[config.mk]
export PLATFORM = sky130hd
export DESIGN_NAME = dmem_ctrl
export DESIGN_NICKNAME = d
export VERILOG_FILES = /design/src/rtl/dmem_pkg.sv /design/src/rtl/dmem_array.sv /design/src/rtl/dmem_ctrl.sv
export SDC_FILE = /design/constraint.sdc
export NUM_CORES = 2
export LEC_CHECK = 0
export ABC_AREA = 1
export BUFFER_PORTS_ARGS = -buffer_cell sky130_fd_sc_hd__buf_2
export CORE_MARGIN = 5
export CORE_UTILIZATION = 25
export CTS_BUF_LIST = sky130_fd_sc_hd__clkbuf_16
export CTS_CLUSTER_DIAMETER = 80
export DETAILED_ROUTE_END_ITERATION = 6
export GPL_ROUTABILITY_DRIVEN = 0
export MAX_ROUTING_LAYER = met4
export PLACE_DENSITY = 0.45
export SETUP_SLACK_MARGIN = 0.1
export SYNTH_ARGS = -nofsm -noshare
export SYNTH_HDL_FRONTEND = slang
export SYNTH_SLANG_ARGS = --single-unit
[constraint.sdc]
create_clock -name clk -period 14.2 [get_ports clk]
set_input_delay 0.71 -clock clk [delete_from_list [all_inputs] [get_ports clk]]
set_output_delay 0.71 -clock clk [all_outputs]
set_load 0.02 [all_outputs]
[src/rtl/dmem_pkg.sv]
// Shared types and helpers for the data-memory controller: FSM state encoding,
// word geometry constants and byte-lane insert/extract.
package dmem_pkg;

   typedef enum logic [1:0] {
      IDLE,
      WAIT,
      RESP
   } state_t;

   localparam int WORD_BYTES = 4;
   localparam int LAT_MAX    = 8;

   // Place byte b into lane `lane` of word, leaving the other lanes untouched.
   function automatic logic [31:0] lane_insert(input logic [31:0] word,
                                               input logic [1:0]  lane,
                                               input logic [7:0]  b);
      logic [31:0] r;
      r = word;
      r[lane*8 +: 8] = b;
      return r;
   endfunction

   function automatic logic [7:0] lane_extract(input logic [31:0] word,
                                               input logic [1:0]  lane);
      return word[lane*8 +: 8];
   endfunction

endpackage

[src/rtl/dmem_array.sv]
// DEPTH_WORDS x 32 synchronous RAM, one 8-bit bank per byte lane so each lane
// has its own write enable; read is registered and read-first.
module dmem_array
   import dmem_pkg::*;
#(
   parameter int DEPTH_WORDS = 64,
   parameter int IDX_W       = $clog2(DEPTH_WORDS)
) (
   input  logic                  clk,
   input  logic                  re,
   input  logic [WORD_BYTES-1:0] we,
   input  logic [IDX_W-1:0]      addr,
   input  logic [31:0]           wdata,
   output logic [31:0]           rdata
);

   generate
      for (genvar gi = 0; gi < WORD_BYTES; gi++) begin : g_lane
         logic [7:0] mem [DEPTH_WORDS];
         logic [7:0] q_reg;

         // Non-blocking read and write on the same edge: q_reg sees the old byte.
         always_ff @(posedge clk) begin
            if (re) begin
               q_reg <= mem[addr];
            end
            if (we[gi]) begin
               mem[addr] <= wdata[gi*8 +: 8];
            end
         end

         assign rdata[gi*8 +: 8] = q_reg;
      end
   endgenerate

endmodule

[src/rtl/dmem_ctrl.sv]
// Load/store data-memory controller with valid/ready request, fixed LAT-cycle
// response, word/byte access and error flagging. Define DMEM_STATS_EN for counters.
module dmem_ctrl
   import dmem_pkg::*;
#(
   parameter int ADDR_W      = 32,
   parameter int DATA_W      = 32,
   parameter int DEPTH_WORDS = 64,
   parameter int LAT         = 1
) (
   input  logic              clk,
   input  logic              rst,
   input  logic              req_valid,
   output logic              req_ready,
   input  logic              req_we,
   input  logic              req_byte,
   input  logic [ADDR_W-1:0] req_addr,
   input  logic [DATA_W-1:0] req_wdata,
   output logic              resp_valid,
   output logic [DATA_W-1:0] resp_rdata,
   output logic              resp_err
`ifdef DMEM_STATS_EN
   ,
   output logic [31:0]       stat_loads,
   output logic [31:0]       stat_stores,
   output logic [31:0]       stat_errs
`endif
);

   localparam int              IDX_W      = $clog2(DEPTH_WORDS);
   localparam logic [ADDR_W:0] ADDR_LIMIT = (ADDR_W+1)'(DEPTH_WORDS * WORD_BYTES);
   localparam logic [2:0]      CNT_INIT   = 3'((LAT > 1) ? LAT - 2 : 0);

   state_t              state_reg, state_next;
   logic [2:0]          cnt_reg, cnt_next;
   logic [ADDR_W-1:0]   addr_reg;
   logic [DATA_W-1:0]   wdata_reg;
   logic                we_reg;
   logic                byte_reg;

   logic                resp_err_reg;
   logic                resp_load_reg;
   logic                resp_byte_reg;
   logic [1:0]          resp_lane_reg;

   logic                accept;
   logic                go_resp;
   logic                use_live;

   logic [ADDR_W-1:0]   acc_addr;
   logic [DATA_W-1:0]   acc_wdata;
   logic                acc_we;
   logic                acc_byte;
   logic                acc_err;
   logic [1:0]          acc_lane;
   logic [IDX_W-1:0]    acc_idx;

   logic                ram_re;
   logic [WORD_BYTES-1:0] ram_we;
   logic [31:0]         ram_wdata;
   logic [31:0]         ram_rdata;

   assign req_ready = (state_reg != WAIT);
   assign accept    = req_valid && req_ready;

   always_comb begin
      state_next = state_reg;
      cnt_next   = cnt_reg;
      go_resp    = 1'b0;
      use_live   = 1'b0;
      case (state_reg)
         IDLE, RESP: begin
            if (accept) begin
               if (LAT == 1) begin
                  state_next = RESP;
                  go_resp    = 1'b1;
                  use_live   = 1'b1;
               end else begin
                  state_next = WAIT;
                  cnt_next   = CNT_INIT;
               end
            end else begin
               state_next = IDLE;
            end
         end
         WAIT: begin
            if (cnt_reg == 3'd0) begin
               state_next = RESP;
               go_resp    = 1'b1;
            end else begin
               cnt_next = cnt_reg - 3'd1;
            end
         end
         default: state_next = IDLE;
      endcase
   end

   // With LAT=1 the access happens on the accepting edge, so it uses the live request.
   assign acc_addr  = use_live ? req_addr  : addr_reg;
   assign acc_wdata = use_live ? req_wdata : wdata_reg;
   assign acc_we    = use_live ? req_we    : we_reg;
   assign acc_byte  = use_live ? req_byte  : byte_reg;
   assign acc_lane  = acc_addr[1:0];
   assign acc_idx   = acc_addr[IDX_W+1:2];
   assign acc_err   = (!acc_byte && (acc_lane != 2'b00)) || ({1'b0, acc_addr} >= ADDR_LIMIT);

   // rst gating keeps a request presented during reset from touching the RAM.
   assign ram_re    = go_resp && !rst;
   assign ram_we    = (go_resp && !rst && acc_we && !acc_err)
                    ? (acc_byte ? (4'b0001 << acc_lane) : 4'hF)
                    : 4'h0;
   assign ram_wdata = acc_byte ? lane_insert(32'h0, acc_lane, acc_wdata[7:0]) : acc_wdata;

   dmem_array #(
      .DEPTH_WORDS (DEPTH_WORDS),
      .IDX_W       (IDX_W)
   ) u_array (
      .clk   (clk),
      .re    (ram_re),
      .we    (ram_we),
      .addr  (acc_idx),
      .wdata (ram_wdata),
      .rdata (ram_rdata)
   );

   always_ff @(posedge clk or posedge rst) begin
      if (rst) begin
         state_reg     <= IDLE;
         cnt_reg       <= 3'd0;
         addr_reg      <= '0;
         wdata_reg     <= '0;
         we_reg        <= 1'b0;
         byte_reg      <= 1'b0;
         resp_err_reg  <= 1'b0;
         resp_load_reg <= 1'b0;
         resp_byte_reg <= 1'b0;
         resp_lane_reg <= 2'b00;
      end else begin
         state_reg <= state_next;
         cnt_reg   <= cnt_next;
         if (accept) begin
            addr_reg  <= req_addr;
            wdata_reg <= req_wdata;
            we_reg    <= req_we;
            byte_reg  <= req_byte;
         end
         if (go_resp) begin
            resp_err_reg  <= acc_err;
            resp_load_reg <= !acc_we && !acc_err;
            resp_byte_reg <= acc_byte;
            resp_lane_reg <= acc_lane;
         end
      end
   end

   // The RAM output register only updates on entry to RESP, so this holds between responses.
   assign resp_valid = (state_reg == RESP);
   assign resp_err   = resp_valid && resp_err_reg;
   assign resp_rdata = !resp_load_reg ? '0
                     : resp_byte_reg  ? {24'h0, lane_extract(ram_rdata, resp_lane_reg)}
                     : ram_rdata;

`ifdef DMEM_STATS_EN
   logic [31:0] loads_reg, stores_reg, errs_reg;

   always_ff @(posedge clk or posedge rst) begin
      if (rst) begin
         loads_reg  <= 32'h0;
         stores_reg <= 32'h0;
         errs_reg   <= 32'h0;
      end else if (go_resp) begin
         if (acc_err) begin
            if (errs_reg != 32'hFFFF_FFFF) errs_reg <= errs_reg + 32'd1;
         end else if (acc_we) begin
            if (stores_reg != 32'hFFFF_FFFF) stores_reg <= stores_reg + 32'd1;
         end else begin
            if (loads_reg != 32'hFFFF_FFFF) loads_reg <= loads_reg + 32'd1;
         end
      end
   end

   assign stat_loads  = loads_reg;
   assign stat_stores = stores_reg;
   assign stat_errs   = errs_reg;
`endif

endmodule
==> metrics.txt <==
fmax=162 MHz; largest register by flop count=u_array.g_lane.mem; DR pass1 iterations=7; final WL=between 300 and 400 mm; pin count of the biggest net entering global routing=around 200; Synth area leaders=edfxtp_1, nand2_1, inv_1; Synth Flop Type=edfxtp_1; Tcrit/Tclk final=roughly 44%; TritonCTS clock tree=done; io pins=~100; outcome=finished, violations left; via count=~62,000; final instance area=107,000 sq um; Crit Path Max Fanout=83; global route overflow=0; Area Overhead vs Synth=14.2%; failing checks=design-rule violations; Post-CTS Setup Repair Bufs=0; number of DRC markers in iteration 0=around 5,200; gr usage total=between 15 and 20%; min Tclk post-route=6.18 ns; DIE HEIGHT=a little over 600 um; Final setup viols=0; Pwr Density=approximately 130 nW/um^2; first-pass GRT wire length=between 400 and 500 mm; Yosys reg bits=around 2,200; Final HPWL DP=~190 mm; clock slew at reported path FFs=around 0.060 ns; Setup Skew=between 0.06 and 0.07 ns; CP required=approximately 15 ns; most frequent cells in the layout=nand2_1, inv_1, edfxtp_1; Mapped Avg Cell Area=roughly 10 sq um; cell mode on critical path=nand2_1; Leakage=about 46 nW; Max clock buf depth=4; max FFs per register=roughly 2,000; slew of the pin with the lowest slew margin=between 1 and 1.5 ns; Yosys top cell area share=roughly 66%; Initial Utilization=25.1%; Worst-Skew Late Latency=about 0.9 ns; CTS Root Cell=clkbuf_16; maximum VDD drop=roughly 0.097 mV; vias in the first global route=slightly above 60,000; crit start category=input port; fin nets=between 9,000 and 10,000; antenna violations before repair=38; H-Tree Depth=4; DRT antenna net count=0; Cell Area, Synth=approximately 94,000 sq um; Worst path max stage delay=~0.77 ns; CTS sink cnt=2,151; Residual DRC=7; area post-placement=between 90,000 and 100,000 sq um; PortBufs=approximately 100; RSZ-0062 raised after global routing=false; Synth warnings=0; mean routed wirelength per cell=20.9 um; worst min-delay path class=in -> reg; distinct cell type count after synthesis=35; number of synthesized flops with an enable pin=around 2,100; Num CTS Buffers=between 200 and 250; row count=~230; critical path, cell by cell=buf_4, inv_4, nand2_1, nand2_1, inv_1, ha_1, clkinv_1, nand2_1, nand4_1, nor2_4, nand4_4, buf_4, nor2_1; CP endpoint kind=flip-flop; post-cts sizing count=0; Synth Instances=~9,400; final slew viol count=0; Hold Fails Final Rpt=0; critical path class=in -> reg; critical path's slowest cell=ha_1; die area=roughly 390,000 sq um; ys async rst share=under 10%; Via density=roughly 4.3; synthesized net count=9,450; share of cells above drive strength 1=approximately 6.6%; sequential fraction of the synthesis area=68.2%; Max-slew headroom=15.7%; critical path arrival=6.66 ns; cell taking the most area after synthesis=edfxtp_1; setup_tns=0 ns; commonest non-fill, non-tap cell in the layout=nand2_1; Die W=a little over 600 um; CORE AREA=approximately 380,000 sq um; MaxCap Viol Count=0
stage by stage:
| stage | instances | total power [W] | hold slack, ns | setup slack [ns] | util, % |
|---|---|---|---|---|---|
| final | 14600 | 0.0145 | 0.0972 | 8.02 | 28.6 |
| after CTS | 14600 | 0.0146 | 0.0209 | 7.98 | 28.6 |
| after global routing | 14600 | 0.0150 | 0.0780 | 7.61 | 28.6 |
| after detailed placement | 14200 | 0.00864 | 0.458 | 7.07 | 26.6 |
| after floorplan | 9376 | 0.00799 | 0.437 | 8.23 | - |
| after global placement | 14200 | 0.00864 | 0.451 | 7.18 | 26.6 |
logic make-up after synthesis:
logic type,Yosys count,synth area share [%]
compound gates,424,2.36
fa+ha+maj,5,0.0665
buf+inv,2463,10.5
flops,2151,68.2
other cells,1,0.00398
simple gates,4332,18.8
per-layer routing:
metal  routed length (um)  track usage (%)
met5                    0                -
met4                13100             6.12
met3                16800             2.20
met2               146000             25.9
met1               130000             19.6
final timing paths:
path,from,end,slack [ns],cells past startpoint
max,req_valid,u_array.g_lane[2].mem[60][4]$_DFFE_PP_,8.02,13
min,req_addr[19],addr_reg[19]$_DFFE_PP0P_,0.1,3
max reg2reg,addr_reg[0]$_DFFE_PP0P_,u_array.g_lane[2].mem[60][4]$_DFFE_PP_,8.75,11
min reg2reg,addr_reg[14]$_DFFE_PP0P_,addr_reg[14]$_DFFE_PP0P_,0.47,2
max in group asynchronous,rst,wdata_reg[22]$_DFFE_PP0P_,12.63,4
min in group asynchronous,rst,resp_lane_reg[0]$_DFFE_PP0P_,0.60,3
cells in the mapped netlist, types with 4 or more instances:
cell type / count
dfrtp_1: 71
and2_1: 5
buf_2: 192
nand3_1: 938
buf_6: 31
nor2_1: 437
o31ai_1: 16
o21ai_1: 94
o211ai_1: 8
edfxtp_1: 2080
nor2_2: 27
clkbuf_1: 128
nand2_2: 8
nand4_4: 4
nand2_1: 2884
buf_1: 22
inv_1: 2037
or2_2: 11
buf_4: 50
a221oi_1: 8
ha_1: 5
o21ai_0: 296
nor3_1: 8
repair_timing:
action	4_1_cts	5_1_grt
endpoints found under the setup margin	0	0
endpoints found under the hold margin	33	0
hold buffers	1	0
final cells by class:
cell class	instances	area (sq um)
repair buffers	208	1360
clock inverters	187	1510
inverters	2040	7660
well taps	4994	6250
clock buffers	238	5960
fillers	39200	268000
diodes	32	80.1
multi-input cells	4762	20400
flip-flops and latches	2151	64200
where the power goes:
| group | internal, W | switching (W) | total (W) |
|---|---|---|---|
| clock | 0.00345 | 0.00252 | 0.00597 |
| sequential | 0.00709 | 0.0000183 | 0.00711 |
| combinational | 0.000262 | 0.00111 | 0.00138 |
worst max-delay path, delay by kind of cell:
kind | cells | cell delay (ns)
fa+ha+maj | 1 | 0.77
simple gates | 7 | 2.61
buf+inv | 5 | 2.44
No activity file was read; power rests on OpenSTA's default activity.
